===== src/rtl/cube_pkg.sv =====
// Move codes and helpers shared by the move sequencer and the 2x2 cube controller.
package cube_pkg;

  localparam logic [3:0] MV_R        = 4'd0;
  localparam logic [3:0] MV_R_PRIME  = 4'd1;
  localparam logic [3:0] MV_F        = 4'd2;
  localparam logic [3:0] MV_F_PRIME  = 4'd3;
  localparam logic [3:0] MV_U        = 4'd4;
  localparam logic [3:0] MV_U_PRIME  = 4'd5;
  localparam logic [3:0] MV_L        = 4'd6;
  localparam logic [3:0] MV_L_PRIME  = 4'd7;
  localparam logic [3:0] MV_X        = 4'd8;
  localparam logic [3:0] MV_X_PRIME  = 4'd9;
  localparam logic [3:0] MV_Y        = 4'd10;
  localparam logic [3:0] MV_Y_PRIME  = 4'd11;
  localparam logic [3:0] MV_Z        = 4'd12;
  localparam logic [3:0] MV_Z_PRIME  = 4'd13;
  localparam logic [3:0] CMD_NONE    = 4'hF;

  typedef enum logic [1:0] {
    ST_IDLE,
    ST_ISSUE,
    ST_GAP
  } seq_state_t;

  function automatic logic is_move(input logic [3:0] code);
    return code <= MV_Z_PRIME;
  endfunction

  // A move and its prime differ only in the LSB.
  function automatic logic [3:0] inv_move(input logic [3:0] code);
    return code ^ 4'b0001;
  endfunction

endpackage


===== src/rtl/move_fifo.sv =====
// Synchronous FIFO for queued moves; head is presented combinationally on dout.
module move_fifo #(
  parameter int unsigned DEPTH = 8,
  parameter int unsigned WIDTH = 4
) (
  input  logic             clk,
  input  logic             rst,
  input  logic             clr,
  input  logic             push,
  input  logic             pop,
  input  logic [WIDTH-1:0] din,
  output logic [WIDTH-1:0] dout,
  output logic             full,
  output logic             empty
);

  localparam int unsigned AW = $clog2(DEPTH);

  logic [WIDTH-1:0] r_mem [DEPTH];
  logic [AW-1:0]    r_rd;
  logic [AW-1:0]    r_wr;
  logic [AW:0]      r_cnt;
  logic             w_pop;
  logic             w_push;

  assign full   = (r_cnt == (AW+1)'(DEPTH));
  assign empty  = (r_cnt == '0);
  assign dout   = r_mem[r_rd];
  assign w_pop  = pop && !empty;
  // A pop in the same cycle frees the slot, so a full FIFO still accepts the push.
  assign w_push = push && (!full || w_pop);

  always_ff @(posedge clk) begin
    if (rst || clr) begin
      r_rd  <= '0;
      r_wr  <= '0;
      r_cnt <= '0;
    end else begin
      if (w_push) r_wr <= r_wr + 1'b1;
      if (w_pop)  r_rd <= r_rd + 1'b1;
      case ({w_push, w_pop})
        2'b10:   r_cnt <= r_cnt + 1'b1;
        2'b01:   r_cnt <= r_cnt - 1'b1;
        default: r_cnt <= r_cnt;
      endcase
    end
  end

  always_ff @(posedge clk) begin
    if (w_push) r_mem[r_wr] <= din;
  end

endmodule


===== src/rtl/move_sequencer.sv =====
// Queues keypad moves and issues them as single-cycle strobes spaced by a settle gap.
// Optional undo history enabled by defining MOVE_SEQ_UNDO_EN.
module move_sequencer
  import cube_pkg::*;
#(
  parameter int unsigned DEPTH      = 8,
  parameter int unsigned GAP_CYCLES = 10_000_000,
  parameter int unsigned HIST_DEPTH = 16
) (
  input  logic       clk,
  input  logic       rst,
  input  logic       key_valid,
  input  logic [3:0] key_cmd,
  input  logic       enable,
  input  logic       flush,
  input  logic       undo_req,
  output logic [3:0] command,
  output logic       ischanged,
  output logic       busy,
  output logic       fifo_full,
  output logic       drop_err
);

  localparam int unsigned CW = (GAP_CYCLES > 1) ? $clog2(GAP_CYCLES) : 1;
  localparam logic [CW-1:0] GAP_LOAD = CW'(GAP_CYCLES - 1);

`ifdef MOVE_SEQ_UNDO_EN
  localparam int unsigned FW = 5;
`else
  localparam int unsigned FW = 4;
`endif

  seq_state_t    r_state, w_state_nxt;
  logic [CW-1:0] r_cnt, w_cnt_nxt;
  logic [3:0]    r_cmd, w_cmd_nxt;
  logic          r_chg, w_chg_nxt;
  logic          r_busy;
  logic          r_drop;

  logic          w_push, w_pop, w_full, w_empty, w_drop;
  logic [FW-1:0] w_din, w_dout;

  assign w_pop = (r_state == ST_IDLE) && enable && !w_empty && !flush;

`ifdef MOVE_SEQ_UNDO_EN
  localparam int unsigned HW = $clog2(HIST_DEPTH);

  logic [3:0]  r_hist [HIST_DEPTH];
  logic [HW-1:0] r_hptr;
  logic [HW:0] r_hcnt;
  logic [HW-1:0] w_hprev;
  logic [3:0]  w_htop;
  logic        w_hempty, w_undo_ok, w_key_ok, w_rec;

  assign w_hprev   = r_hptr - 1'b1;
  assign w_htop    = r_hist[w_hprev];
  assign w_hempty  = (r_hcnt == '0);
  assign w_undo_ok = undo_req && !flush && !w_hempty && !w_full;
  assign w_key_ok  = key_valid && !undo_req && !flush && is_move(key_cmd) && (!w_full || w_pop);
  assign w_push    = w_undo_ok || w_key_ok;
  // Bit 4 tags undo-generated entries so they are not re-recorded when issued.
  assign w_din     = w_undo_ok ? {1'b1, inv_move(w_htop)} : {1'b0, key_cmd};
  assign w_rec     = w_pop && !w_dout[4];
  assign w_drop    = !flush && ((undo_req && (w_hempty || w_full || key_valid)) ||
                                (key_valid && !undo_req && !w_key_ok));

  always_ff @(posedge clk) begin
    if (rst || flush) begin
      r_hptr <= '0;
      r_hcnt <= '0;
    end else begin
      // Simultaneous issue and undo: the popped top slot is reused for the new record.
      case ({w_rec, w_undo_ok})
        2'b10: begin
          r_hist[r_hptr] <= w_dout[3:0];
          r_hptr         <= r_hptr + 1'b1;
          if (r_hcnt != (HW+1)'(HIST_DEPTH)) r_hcnt <= r_hcnt + 1'b1;
        end
        2'b01: begin
          r_hptr <= w_hprev;
          r_hcnt <= r_hcnt - 1'b1;
        end
        2'b11:   r_hist[w_hprev] <= w_dout[3:0];
        default: r_hcnt <= r_hcnt;
      endcase
    end
  end
`else
  logic w_unused_undo;

  assign w_unused_undo = undo_req | (HIST_DEPTH == 0);
  assign w_push = key_valid && !flush && is_move(key_cmd) && (!w_full || w_pop);
  assign w_din  = key_cmd;
  assign w_drop = key_valid && !flush && !w_push;
`endif

  move_fifo #(
    .DEPTH (DEPTH),
    .WIDTH (FW)
  ) u_fifo (
    .clk   (clk),
    .rst   (rst),
    .clr   (flush),
    .push  (w_push),
    .pop   (w_pop),
    .din   (w_din),
    .dout  (w_dout),
    .full  (w_full),
    .empty (w_empty)
  );

  always_comb begin
    w_state_nxt = r_state;
    w_cnt_nxt   = r_cnt;
    w_cmd_nxt   = r_cmd;
    w_chg_nxt   = 1'b0;
    unique case (r_state)
      ST_IDLE: begin
        if (w_pop) begin
          w_state_nxt = ST_ISSUE;
          w_cmd_nxt   = w_dout[3:0];
          w_chg_nxt   = 1'b1;
        end
      end
      ST_ISSUE: begin
        w_cnt_nxt   = GAP_LOAD;
        w_state_nxt = flush ? ST_IDLE : ST_GAP;
      end
      ST_GAP: begin
        if (flush || r_cnt == '0) w_state_nxt = ST_IDLE;
        else                      w_cnt_nxt   = r_cnt - 1'b1;
      end
      default: w_state_nxt = ST_IDLE;
    endcase
  end

  always_ff @(posedge clk) begin
    if (rst) begin
      r_state <= ST_IDLE;
      r_cnt   <= '0;
      r_cmd   <= CMD_NONE;
      r_chg   <= 1'b0;
      r_busy  <= 1'b0;
      r_drop  <= 1'b0;
    end else begin
      r_state <= w_state_nxt;
      r_cnt   <= w_cnt_nxt;
      r_cmd   <= w_cmd_nxt;
      r_chg   <= w_chg_nxt;
      r_busy  <= (w_state_nxt != ST_IDLE);
      r_drop  <= w_drop;
    end
  end

  assign command   = r_cmd;
  assign ischanged = r_chg;
  assign busy      = r_busy;
  assign fifo_full = w_full;
  assign drop_err  = r_drop;

endmodule


===== config.mk =====
export PLATFORM = sky130hd
export DESIGN_NAME = move_sequencer
export DESIGN_NICKNAME = d
export VERILOG_FILES = /design/src/rtl/cube_pkg.sv /design/src/rtl/move_fifo.sv /design/src/rtl/move_sequencer.sv
export SDC_FILE = /design/constraint.sdc
export NUM_CORES = 1
export LEC_CHECK = 0
export ABC_CLOCK_PERIOD_IN_PS = 3600
export BUFFER_PORTS_ARGS = -buffer_cell sky130_fd_sc_hd__buf_2
export CORE_MARGIN = 2
export CORE_UTILIZATION = 48
export CTS_CLUSTER_SIZE = 16
export DETAILED_ROUTE_END_ITERATION = 12
export PLACE_DENSITY = 0.67
export SYNTH_ARGS = -nofsm -noshare
export SYNTH_HDL_FRONTEND = slang
export SYNTH_HIERARCHICAL = 1
export SYNTH_SLANG_ARGS = --single-unit
export TNS_END_PERCENT = 30

===== constraint.sdc =====
create_clock -name clk -period 3.6 [get_ports clk]
set_clock_uncertainty 0.1 [all_clocks]
set_input_delay 0 -clock clk [delete_from_list [all_inputs] [get_ports clk]]
set_output_delay 0 -clock clk [all_outputs]
set_load 0.005 [all_outputs]

; After elaboration in Yosys (flattened, before gate mapping)
; Memory sizes are Yosys's and may differ from the RTL's. A register that Yosys moved wholly into a read port is not among the register bits.
; Index checks and enable logic that the tools add are counted.
[classes]
magnitude_cmp = 1
mux = 10
reduce_logical = 26
n_bitwise = 1
add_sub_neg = 5
eq_ne = 6
[op_table]
columns = operator, count
row1 = $pmux W24 S2, 1
row2 = $logic_not A24 Y1, 1
row3 = $mux W24, 1
row4 = $sub A24 B1 Y24 const B, 1
row5 = $logic_and A1 B1 Y1, 9
row6 = $pmux W4 S2, 1
row7 = $add A3 B1 Y3 const B, 2
row8 = $mux W2, 3
row9 = $pmux W2 S3, 1
row10 = $reduce_bool A2 Y1, 3
row11 = $add A4 B1 Y4 const B, 1
row12 = $eq A2 B1 Y1 const B, 2
row13 = $eq A2 B2 Y1 const B, 2
row14 = $eq A4 B4 Y1 const B, 1
row15 = $le A4 B4 Y1 const B, 1
row16 = $logic_not A1 Y1, 4
row17 = $logic_not A4 Y1, 1
row18 = $logic_or A1 B1 Y1, 4
row19 = $reduce_and A2 Y1, 2
row20 = $sub A4 B1 Y4 const B, 1
row21 = $mux W1, 3
row22 = $logic_not A2 Y1, 1
row23 = $ne A2 B2 Y1 const B, 1
row24 = $reduce_or A2 Y1, 1
row25 = $not A1 Y1, 1
[totals]
in_bits = 10
elab_cells = 58
out_inout_bits = 8
regBits = 39
ramBits = 32
memories = 1
[memory_table]
columns = memory, words, word_bits, read_ports, rd_ports_with_merged_regs, wr, line_no
row1 = u_fifo.r_mem, 8, 4, 1, 1, 1, move_fifo.sv:19  ; logic [WIDTH-1:0] r_mem [DEPTH];

; Longest topological paths before layout
[depth]
depth_word = 9
mapped_depth = 16

; Hierarchy
; The synthesis kept the hierarchy.
[modules_own_cells]
columns = mod, n_inst, area_each_um2, cells_each
row1 = move_fifo, 1, 1979.4, 133
row2 = move_sequencer, 1, 1656.6, 181

; Worst setup path after synthesis
; OpenSTA, ideal clock, no wires.
[synth_timing]
kind = flip-flop to flip-flop
from = register u_fifo.r_cnt[0]
to = register u_fifo.r_cnt[3]
path_slack_ns = 0.773
arrival_time_ns = 2.603
stages_incl_launch_ff = 16
path_buffers = 2
synth_period_minus_slack_ns = 2.827
path_cell_list = dfxtp_1 buf_6 or3_1 buf_6 nor2_1 nor2_1 nand3_1 inv_1 o21ai_2 nand2b_1 inv_2 ha_1 a21oi_1 a211oi_1 nand3b_1 a31oi_1
[synth_between]
elab_chain_len = 9
word_cells_on_any_way = 17
classes_between = 2 x add/sub / 3 x eq/ne / 1 x mux / 11 x reduce/logical
[synth_rtl]
columns = element, line_no
row1 = from (decl), move_fifo.sv:22  ; logic [AW:0] r_cnt;
row2 = from (signal assigned), move_fifo.sv:42  ; 2'b10: r_cnt <= r_cnt + 1'b1;
row3 = from (signal assigned), move_fifo.sv:43  ; 2'b01: r_cnt <= r_cnt - 1'b1;
row4 = from (signal assigned), move_fifo.sv:44  ; default: r_cnt <= r_cnt;
row5 = $logic_not A4 Y1 (*), move_fifo.sv:27  ; assign empty = (r_cnt == '0);
row6 = net w_empty, move_sequencer.sv:40  ; logic w_push, w_pop, w_full, w_empty, w_drop;
row7 = $logic_not A1 Y1 (*), move_sequencer.sv:43  ; assign w_pop = (r_state == ST_IDLE) && enable && !w_empty && !flush;
row8 = $logic_and A1 B1 Y1 (*) (2 in a row), move_sequencer.sv:43
row9 = net w_pop, move_sequencer.sv:40
row10 = $logic_or A1 B1 Y1 or $logic_and A1 B1 Y1 (tied branches), "move_sequencer.sv:92, move_fifo.sv:29"
row11 = $logic_and A1 B1 Y1 or $logic_or A1 B1 Y1 (tied branches), "move_sequencer.sv:92, move_fifo.sv:31"
row12 = $logic_and A1 B1 Y1, move_fifo.sv:31  ; assign w_push = push && (!full || w_pop);
row13 = $eq A2 B1 Y1 or $eq A2 B2 Y1 (tied branches), move_fifo.sv:41  ; case ({w_push, w_pop})
row14 = $pmux W4 S2 or $reduce_bool A2 Y1 (tied branches), n/a
; The timed path passes the listed nets; every way through them passes the cells marked *.
; A chain may end at the register's enable or synchronous reset.

; Worst setup path in the final report
; Same ends and word-level chain as after synthesis.

==> results by group <==
Power
  – Final Power: 1.62 mW
  – PwrDens: 400 nW/um2
  – Worst vdd ir: 0.239 mV
  – Pleak: 1.45 nW

Route
  – First-pass DRT Iterations: 4
  – DRC viols: 0
  – Via/cell ratio: 5.73
  – Post-route ant nets: 0
  – Wirelength per Cell: 15.8 um
  – Routed WL: 7000 um
  – DR vias: 2538
  – Iteration-0 DRC Markers: 144

Clock network
  – Sink Count: 78
  – Clock root cell: clkbuf_8
  – Max clock buf depth: 2
  – CTS Buf Count: 9
  – H-tree depth: 3
  – Worst skew pair latency: 330 ps
  – TritonCTS clock tree: yes
  – Post-CTS setup buffers: 0
  – Clk slew on worst S/H paths: 80 ps

Floorplanning
  – Starting density of the core: 49.9%
  – IO Count: 18
  – Chip Width: 91.0 um
  – CORE AREA: 7290 um2
  – Row count: 31
  – Die height: 91.0 um
  – DIE AREA: 8290 um2

Layout
  – Area grow syn2layout: 11.1%
  – Post-route cell area: 4040 um2
  – Nets: 355
  – Core Util, Final: 55.4%
  – FF/Latch Area: 1880 um2
  – Layout cell share with drive strength beyond 1: 20.1%
  – FILL cells: 657
  – N_diodes: 0
  – Fin cells: 443
  – Multi-input gate area: 1620 um2

Logic synthesis
  – Mapped Nets: 330
  – Top cell type's share of synthesized area: 26.4%
  – Syn Std Cell Area: 3640 um2
  – Top post-synthesis cells by count: dfxtp_1 (46), edfxtp_1 (32), nor2_1 (26)
  – Syn_area_per_cell: 11.6 um2
  – Synth warnings: 6
  – Asr flop ratio synth: 0%
  – Top post-synthesis cells by area: edfxtp_1 (26%), dfxtp_1 (25%), mux4_2 (5.0%)
  – Cell with the most instances after synthesis: dfxtp_1
  – Cell count after synthesis: 314
  – Seq/Total Area, Yosys: 51.8%
  – Post-synth EDFFs: 32
  – Netlist cell types: 62
  – Synth Flop Type: dfxtp_1
  – Post-synthesis register bit count: 78
  – Cell taking the most area after synthesis: edfxtp_1

Setup path
  – Setup slack, reg-to-reg: 630 ps
  – Startpoint types: flop
  – FF-to-FF End: u_fifo/r_cnt[3]
  – Worst r2r src: u_fifo/r_cnt[0]
  – Critical Path Fanout Max: 8
  – CP Capture Type: flop
  – Crit path DAT: 3070 ps
  – WP data required: 3700 ps
  – Critical path class: flop to flop
  – Worst reg2reg path depth: 13

Min path
  – Cells on Worst Hold Path: 2
  – Worst hold path startpoint: rst
  – Min-Delay Path Class: input pin to flop
  – Worst Hold Path EP: ischanged

STA
  – PnR worst setup slack: 632 ps
  – Post-layout min period: 2970 ps
  – Final period util: 82.4%
  – WHS: 31.5 ps
  – Slew headroom: 52.5%
  – Max Slew Vio Count: 0
  – Final Hold Vio Count: 0
  – Worst slew pin tran: 706 ps
  – Unrepaired setup endpoints after global routing: false
  – Max frequency: 337 MHz
  – Total Neg Setup Slack: 0 ps
  – Setup violators final: 0

Global routing
  – Met3 Resource Use GR: 4.07%
  – Vias in the first global route: 2519
  – Pin count of the biggest net entering global routing: 30
  – Met1 global-route usage: 25.9%
  – GRT Max-Usage Layer: met2
  – Met2 usage in global routing: 28.1%
  – Overflow after GRT: 0
  – Gr usage total: 18.5%
  – Initial antenna violation count: 0
  – Global-route wire length before repair: 12200 um

Placed design
  – Final Wtd Congestion: 0.815
  – Setup WS pre-CTS: 651 ps
  – Dpl cells: 421
  – Instance area at placement: 3790 um2
  – Port-buffer cells: 16
  – Hpwl dp: 4860 um

Status
  – Outcome: finished clean

Flow run
  – Max Cap Violations: 0
timing repair:
action	in CTS	in global routing
resized for setup	0	0
hold buffers	6	0
endpoints found under the hold margin	34	0
setup endpoints to repair	0	0
state kept, by name (all words and copies together) (netlist names), named ones only:
register      cells
u_fifo/r_mem     32
u_fifo/r_wr       3
r_cnt            24
ischanged         1
busy              1
u_fifo/r_cnt      4
drop_err          1
command           4
u_fifo/r_rd       3
r_state           2
cells by family (layout without fill, tap and decap cells):
| family | count (synthesis) | after routing | share of synthesized area, % |
|---|---|---|---|
| AOI/OAI and AO/OA | 55 | 55 | 12.1 |
| xor gates and xnor gates | 15 | 15 | 3.61 |
| adders and majority gates | 6 | 6 | 2.27 |
| buffers and inverters | 23 | 53 | 3.72 |
| DFF | 78 | 78 | 51.8 |
| muxes | 17 | 17 | 7.64 |
| and+or+nand+nor | 120 | 120 | 18.9 |
critical path, cell delays in order (launching register included):
cell      delay, ps
dfxtp_1         390
or3_1           510
nor2_1          180
nor2_1           50
nand3_1         140
inv_1            80
o21ai_2         100
nand2b_1        200
inv_2            60
ha_1            340
nand3_1         140
a211oi_1        300
nand3b_1        160
a31oi_1          80
placed cells by master (no fill, tap or decap), types with 3 or more instances in the layout:
master and count:
clkbuf_8 10, buf_2 16, dfxtp_1 46, buf_4 7
and2_1 3, a211oi_1 5, nand2_1 16, or4_1 9
o211ai_1 7, xnor2_1 5, xor2_1 10, dlygate4sd3_1 6
mux4_2 8, nand3_1 13, nand2b_1 7, inv_1 7
o31ai_1 8, nor2_1 26, mux2i_1 3, mux2_2 5
edfxtp_1 32, a31oi_1 6, nand4_1 5, nor3_1 12
nor4_1 6, ha_1 5, a21oi_1 12, or2_2 4
clkbuf_1 3
report_power, final:
| part | total, mW | internal (mW) | switching [mW] |
|---|---|---|---|
| logic | 0.0564 | 0.0220 | 0.0344 |
| clock network | 0.637 | 0.341 | 0.296 |
| registers | 0.925 | 0.922 | 0.00267 |
| total | 1.62 | 1.29 | 0.333 |
routing by layer:
metal / up-vias / routed length (um)
met5: - / 0
met4: 0 / 88
met3: 6 / 284
met2: 53 / 3200
met1: 1235 / 3430
li1: 1244 / -
final cells by class:
| class | instances | area share (%) |
|---|---|---|
| sequential | 78 | 46.6 |
| timing repair buffer | 29 | 4.77 |
| tap | 99 | 3.07 |
| inverter | 8 | 0.743 |
| multi-input combinational | 213 | 40.1 |
| clock buffer | 13 | 3.68 |
| clock inverter | 3 | 1.11 |
worst max-delay path by stage:
stage	cells past startpoint	start	end
global placement	13	u_fifo/r_cnt[0]	u_fifo/r_cnt[3]
CTS	13	u_fifo/r_cnt[0]	u_fifo/r_cnt[3]
global route	13	u_fifo/r_cnt[0]	u_fifo/r_cnt[3]
finish	13	u_fifo/r_cnt[0]	u_fifo/r_cnt[3]
floorplan	15	u_fifo/r_cnt[0]	u_fifo/r_cnt[3]
detailed placement	13	u_fifo/r_cnt[2]	u_fifo/r_cnt[3]
No activity file was read; power rests on OpenSTA's default activity.
